===== src/rtl/conv_pe_line.sv =====
// conv_pe_line: systolic conv-layer processing element over a KSIZE-tap sliding ifmap window
//
// Ports:
//   clk, rst_n        rising-edge clock, synchronous active-low reset
//   en                global stall; low freezes every register
//   wgt_load, wgt_in  load the KSIZE-tap signed weight vector (tap i at [(i+1)*WGT_W-1 : i*WGT_W])
//   wgt_out           registered weight vector, forwarded to the next PE
//   ifmap_in/_valid   streamed ifmap sample; the valid also qualifies psum_in
//   line_start        first sample of a new row (restarts window fill)
//   ifmap_out/_valid  ifmap delayed by one accepted sample, forwarded to the next PE
//   psum_in           upstream partial sum
//   psum_out/_valid   psum_in + sum(w[i]*x[i]), registered one cycle after accept
//   sat_flag          result was clamped (always 0 unless saturation is built in)
//
// Build option: define CONV_PE_SAT_EN to clamp the result to the PSUM_W signed range
// instead of wrapping it.
module conv_pe_line #(
    parameter int KSIZE  = 3,
    parameter int DATA_W = 8,
    parameter int WGT_W  = 8,
    parameter int PSUM_W = 20
) (
    input  logic                      clk,
    input  logic                      rst_n,
    input  logic                      en,
    input  logic                      wgt_load,
    input  logic [KSIZE*WGT_W-1:0]    wgt_in,
    output logic [KSIZE*WGT_W-1:0]    wgt_out,
    input  logic [DATA_W-1:0]         ifmap_in,
    input  logic                      ifmap_valid,
    input  logic                      line_start,
    output logic [DATA_W-1:0]         ifmap_out,
    output logic                      ifmap_out_valid,
    input  logic [PSUM_W-1:0]         psum_in,
    output logic [PSUM_W-1:0]         psum_out,
    output logic                      psum_valid,
    output logic                      sat_flag
);
    localparam int FILL_W = $clog2(KSIZE + 1);
    localparam int PROD_W = DATA_W + WGT_W;
    // Only KSIZE-1 history taps feed the window; keep at least one so ifmap_out exists for KSIZE=1.
    localparam int NT     = (KSIZE > 1) ? KSIZE - 1 : 1;
`ifdef CONV_PE_SAT_EN
    localparam int SUM_W  = PSUM_W + $clog2(KSIZE) + 1;
`else
    localparam int SUM_W  = PSUM_W;
`endif

    logic [NT-1:0][DATA_W-1:0]    taps_q;
    logic [KSIZE*WGT_W-1:0]       wgt_q;
    logic [FILL_W-1:0]            fill_q, fill_d;
    logic [PSUM_W-1:0]            psum_q, psum_d;
    logic                         vld_q, ov_q, sat_q, sat_d, full_d, accept;
    logic [KSIZE-1:0][DATA_W-1:0] win;
    logic signed [SUM_W-1:0]      acc;

    assign accept = en & ifmap_valid;

    // Newest sample enters the window combinationally; older ones come from the tap line.
    assign win[0] = ifmap_in;
    for (genvar k = 1; k < KSIZE; k++) begin : g_win
        assign win[k] = taps_q[k-1];
    end

    always_comb begin
        acc = SUM_W'($signed(psum_in));
        for (int i = 0; i < KSIZE; i++)
            acc = acc + SUM_W'(PROD_W'($signed(wgt_q[i*WGT_W +: WGT_W])) * PROD_W'($signed(win[i])));
    end

`ifdef CONV_PE_SAT_EN
    localparam logic signed [SUM_W-1:0] SMAX = (SUM_W'(1) <<< (PSUM_W - 1)) - SUM_W'(1);
    localparam logic signed [SUM_W-1:0] SMIN = -SMAX - SUM_W'(1);
    always_comb begin
        sat_d  = (acc > SMAX) || (acc < SMIN);
        psum_d = (acc > SMAX) ? SMAX[PSUM_W-1:0] : (acc < SMIN) ? SMIN[PSUM_W-1:0] : acc[PSUM_W-1:0];
    end
`else
    assign sat_d  = 1'b0;
    assign psum_d = acc;
`endif

    // Fill saturates at KSIZE and only line_start or reset brings it back down.
    assign fill_d = line_start ? FILL_W'(1) : (fill_q == FILL_W'(KSIZE)) ? fill_q : fill_q + FILL_W'(1);
    assign full_d = (fill_d == FILL_W'(KSIZE));

    always_ff @(posedge clk) begin
        if (!rst_n) begin
            taps_q <= '0;
            wgt_q  <= '0;
            fill_q <= '0;
            psum_q <= '0;
            vld_q  <= 1'b0;
            ov_q   <= 1'b0;
            sat_q  <= 1'b0;
        end else if (en) begin
            if (wgt_load)
                wgt_q <= wgt_in;
            ov_q  <= ifmap_valid;
            vld_q <= ifmap_valid & full_d;
            if (ifmap_valid) begin
                taps_q[0] <= ifmap_in;
                for (int i = 1; i < NT; i++)
                    taps_q[i] <= taps_q[i-1];
                fill_q <= fill_d;
                psum_q <= psum_d;
                sat_q  <= sat_d & full_d;
            end
        end
    end

    assign wgt_out         = wgt_q;
    assign ifmap_out       = taps_q[0];
    assign ifmap_out_valid = ov_q;
    assign psum_out        = psum_q;
    assign psum_valid      = vld_q;
    assign sat_flag        = sat_q;
endmodule


===== config.mk =====
export PLATFORM = sky130hd
export DESIGN_NAME = conv_pe_line
export DESIGN_NICKNAME = d
export VERILOG_FILES = /design/src/rtl/conv_pe_line.sv
export SDC_FILE = /design/constraint.sdc
export NUM_CORES = 1
export LEC_CHECK = 0
export BUFFER_PORTS_ARGS = -buffer_cell sky130_fd_sc_hd__buf_4
export CAP_MARGIN = 20
export CORE_UTILIZATION = 55
export CTS_CLUSTER_SIZE = 14
export DETAILED_ROUTE_END_ITERATION = 6
export PLACE_DENSITY_LB_ADDON = 0.3
export SYNTH_ARGS = -nofsm -noshare
export SYNTH_HDL_FRONTEND = slang
export SYNTH_SLANG_ARGS = --single-unit

===== constraint.sdc =====
create_clock -name clk -period 6.5 [get_ports clk]
set_input_delay 0 -clock clk [delete_from_list [all_inputs] [get_ports clk]]
set_output_delay 0 -clock clk [all_outputs]
set_load 0.005 [all_outputs]

==> flow_metrics.py <==
metrics = {
    "run_status": {
        "outcome": "complete, no violations",
    },
    "die": {
        "die-area_um2": 21800,
        "fp-row-count": 52,
        "die_h_um": 148,
        "dieWidth_um": 148,
        "initial_utilization_pct": 56.9,
        "core_area_um2": 20600,
        "io_pins": 113,
    },
    "grt": {
        "met1_usage_pct": 35.4,
        "met3_usage_pct": 3.40,
        "gr-total-overflow": 0,
        "antenna_found_initial": 0,
        "grt_max_degree": 59,
        "grt_pass1_vias": 9256,
        "grt_util_met2_pct": 48.3,
        "grt_pass1_wl_mm": 46.5,
        "track_usage_pct": 27.7,
        "busiest_layer": "met2",
    },
    "logic_synthesis": {
        "ys.warnings.count": 0,
        "async_flop_share_pct": 0,
        "synth_area_leaders": "fa_1 (45%), dfxtp_1 (11%), inv_1 (10%)",
        "syn_nets": 1706,
        "synth_cells": 1291,
        "synthFlopType": "dfxtp_1",
        "synth.distinct_cells": 49,
        "synth_area_leader_cell": "fa_1",
        "synth_area_um2": 11700,
        "avgSynthCellArea_um2": 9.06,
        "synth_top_area_share_pct": 44.5,
        "synth_edf_count": 0,
        "ys_ff_latch": 64,
        "synth_seq_area_share_pct": 11.0,
    },
    "worst_setup_path": {
        "cp-end-kind": "flip-flop",
        "cp_num_buf_inv": 3,
        "reg2regPathDepth": 18,
        "rr_endpoint": "psum_out[13]",
        "cp_max_fo": 10,
        "critPathMostFrequentCell": "fa_1",
        "crit_required_ps": 6780,
        "cp_data_arrival_time_ps": 6600,
        "cp_slowest_cell": "dfxtp_1",
        "critical_path_class": "reg2reg",
        "path_delay_family": "adder cells",
        "worst_setup_path_start_kind": "flip-flop",
        "rr_startpoint": "wgt_out[12]",
        "path_cells": "nand2_1 > fa_1 > fa_1 > fa_1 > inv_1 > fa_1 > fa_1 > fa_1 > inv_1 > fa_1 > inv_1 > ha_1 > and2_4 > nand3_2 > a21oi_1 > o211ai_1 > a2111oi_0 > nand3b_1",
        "max_stage_delay_ps": 590,
        "r2r_slack_ps": 180,
    },
    "layout": {
        "seqCellArea_um2": 1290,
        "layout_common_cells": "inv_1 (323), fa_1 (258), nand2_1 (184), buf_4 (136), ha_1 (97)",
        "antenna_cells": 0,
        "multi_input_area_um2": 8960,
        "nets": 1829,
        "drive_above_1_share_pct": 12.4,
        "fillers": 1695,
        "syn2layout_area_growth_pct": 15.5,
        "final_common_cell": "inv_1",
    },
    "detailed_routing": {
        "drc_errors": 0,
        "ant_nets": 0,
        "drt_iter0_markers": 548,
        "drtPass1Iterations": 5,
        "wl_per_cell_um": 16.6,
        "vias_per_cell": 5.21,
        "drt-total-wl_mm": 28.0,
        "vias": 8793,
    },
    "sta": {
        "skew_ps": 6.84,
        "finalMaxSlewViolations": 0,
        "hold_viol_final": 0,
        "fmax_mhz": 158,
        "timing.hold.ws_ps": 6.56,
        "setup_ws_ps": 185,
        "setup-violations-final": 0,
        "finalCritPeriodShare_pct": 97.2,
        "min_period_ps": 6320,
        "tightestPinTransition_ps": 1050,
        "max-slew-margin-rel_pct": 29.7,
    },
    "placed_design": {
        "portBuffers": 111,
        "dpl_worst_slack_ps": 113,
        "gp_congestion": 0.877,
        "dp_hpwl_mm": 22.9,
    },
    "pwr": {
        "max-vdd-ir-drop_uv": 226,
        "power.density_nw_per_um2": 197,
        "p_leak_nw": 6.77,
    },
    "min_path": {
        "hp-start": "ifmap_in[4]",
        "whs_path_depth": 3,
        "hold_class": "in2reg",
        "hold_path_end": "ifmap_out[4]",
    },
    "cts": {
        "cts_tree": "done",
        "cts_buffers": 9,
        "htreeDepth": 3,
        "clock_latency_ps": 340,
        "cts-root-buf": "clkbuf_16",
        "clk_path_buf_depth": 2,
        "clock-sinks": 64,
        "cts.clk_slew.worst_paths_ps": 60,
    },
    "job": {
        "max-cap-violations": 0,
    },
}
## how the worst max path moves through the flow
| stage | endpoint | from | slack [ps] | cells past startpoint |
|---|---|---|---|---|
| finish | psum_out[13] | wgt_out[12] | 180 | 18 |
| CTS | psum_out[15] | ifmap_out[4] | 70 | 18 |
| global placement | psum_out[16] | ifmap_out[4] | 180 | 18 |
| global route | psum_out[17] | wgt_out[15] | -3 | 19 |
| detailed placement | psum_out[15] | ifmap_out[4] | 110 | 18 |
| floorplan | psum_out[15] | wgt_out[15] | 400 | 19 |
## kinds of logic (layout without fill, tap and decap cells)
family | after synthesis | after routing | share of synthesized area (%)
buffers and inverters | 389 | 516 | 12.8
adder cells (fa/ha/maj) | 357 | 357 | 54.9
AND/OR/NAND/NOR | 354 | 354 | 14.5
AO/OA/AOI/OAI | 108 | 108 | 5.51
flip-flops | 64 | 64 | 11.0
XOR/XNOR | 16 | 16 | 1.20
multiplexers | 2 | 2 | 0.171
other | 1 | 1 | 0.0321
## report_power, final
group / internal [mW] / switching, mW
combinational: 0.742 / 0.971
sequential: 0.436 / 0.0419
clock: 0.276 / 0.193
total: 1.45 / 1.20
## metal layers
layer,vias to the layer above,part of all wire [%],wire length (µm)
li1,4026,-,-
met3,57,5.2,1460
met2,295,52,14600
met5,-,0,0
met4,0,3.6,1010
met1,4415,39,10900
## flip-flops by register name, summed over array words and instances (netlist names)
| name | count |
|---|---|
| fill_q | 2 |
| ifmap_out | 8 |
| ifmap_out_valid | 1 |
| psum_out | 20 |
| psum_valid | 1 |
| taps_q | 8 |
| wgt_out | 24 |
## synth_stat cells, drive strengths merged (3+ instances only)
cell type  instances
and2              93
buf               14
a2111oi            3
clkbuf            47
xor2               3
o21ai             11
nor2              21
nand2b            12
dfxtp             64
fa               260
a21oi             70
nand3b             5
o21a               4
nand2            186
ha                97
nor4               5
or3                4
nand3             14
nor3               5
and3               4
xnor2             13
inv              326
## per-stage QoR
stage	cells	power, mW	setup TNS, ps	utilization, %	area [µm²]
detailed placement	1636	2.13	0	62.2	12800
floorplan	1291	1.68	0	-	11700
global route	1688	2.88	-3.27	65.7	13500
CTS	1687	2.63	0	65.3	13400
finish	1688	2.66	0	65.7	13500
global placement	1636	2.10	0	62.2	12800
## layout make-up
cell class,count,area share (%)
clock buffer,12,1.90
clock inverter,3,0.130
inverter,328,9.12
multi-input combinational,838,66.4
sequential,64,9.56
tap,270,2.50
timing repair buffer,173,10.4
## worst reg2reg max path, stage by stage, from the launching register on
cell       delay (ps)
dfxtp_1           590
nand2_1           170
fa_1              510
fa_1              510
fa_1              510
inv_1              50
fa_1              550
fa_1              440
fa_1              490
inv_1              50
fa_1              470
inv_1              50
ha_1              400
and2_4            210
nand3_2           150
a21oi_1           320
o211ai_1          150
a2111oi_0         470
nand3b_1          170
## timing repair
item / 4_1_cts / 5_1_grt
gates resized for setup: 0 / 22
setup buffers: 0 / 0
endpoints found under the hold margin: 35 / 0
endpoints found under the setup margin: 0 / 9
hold buffers: 36 / 0
(Power assumes the default switching activity.)
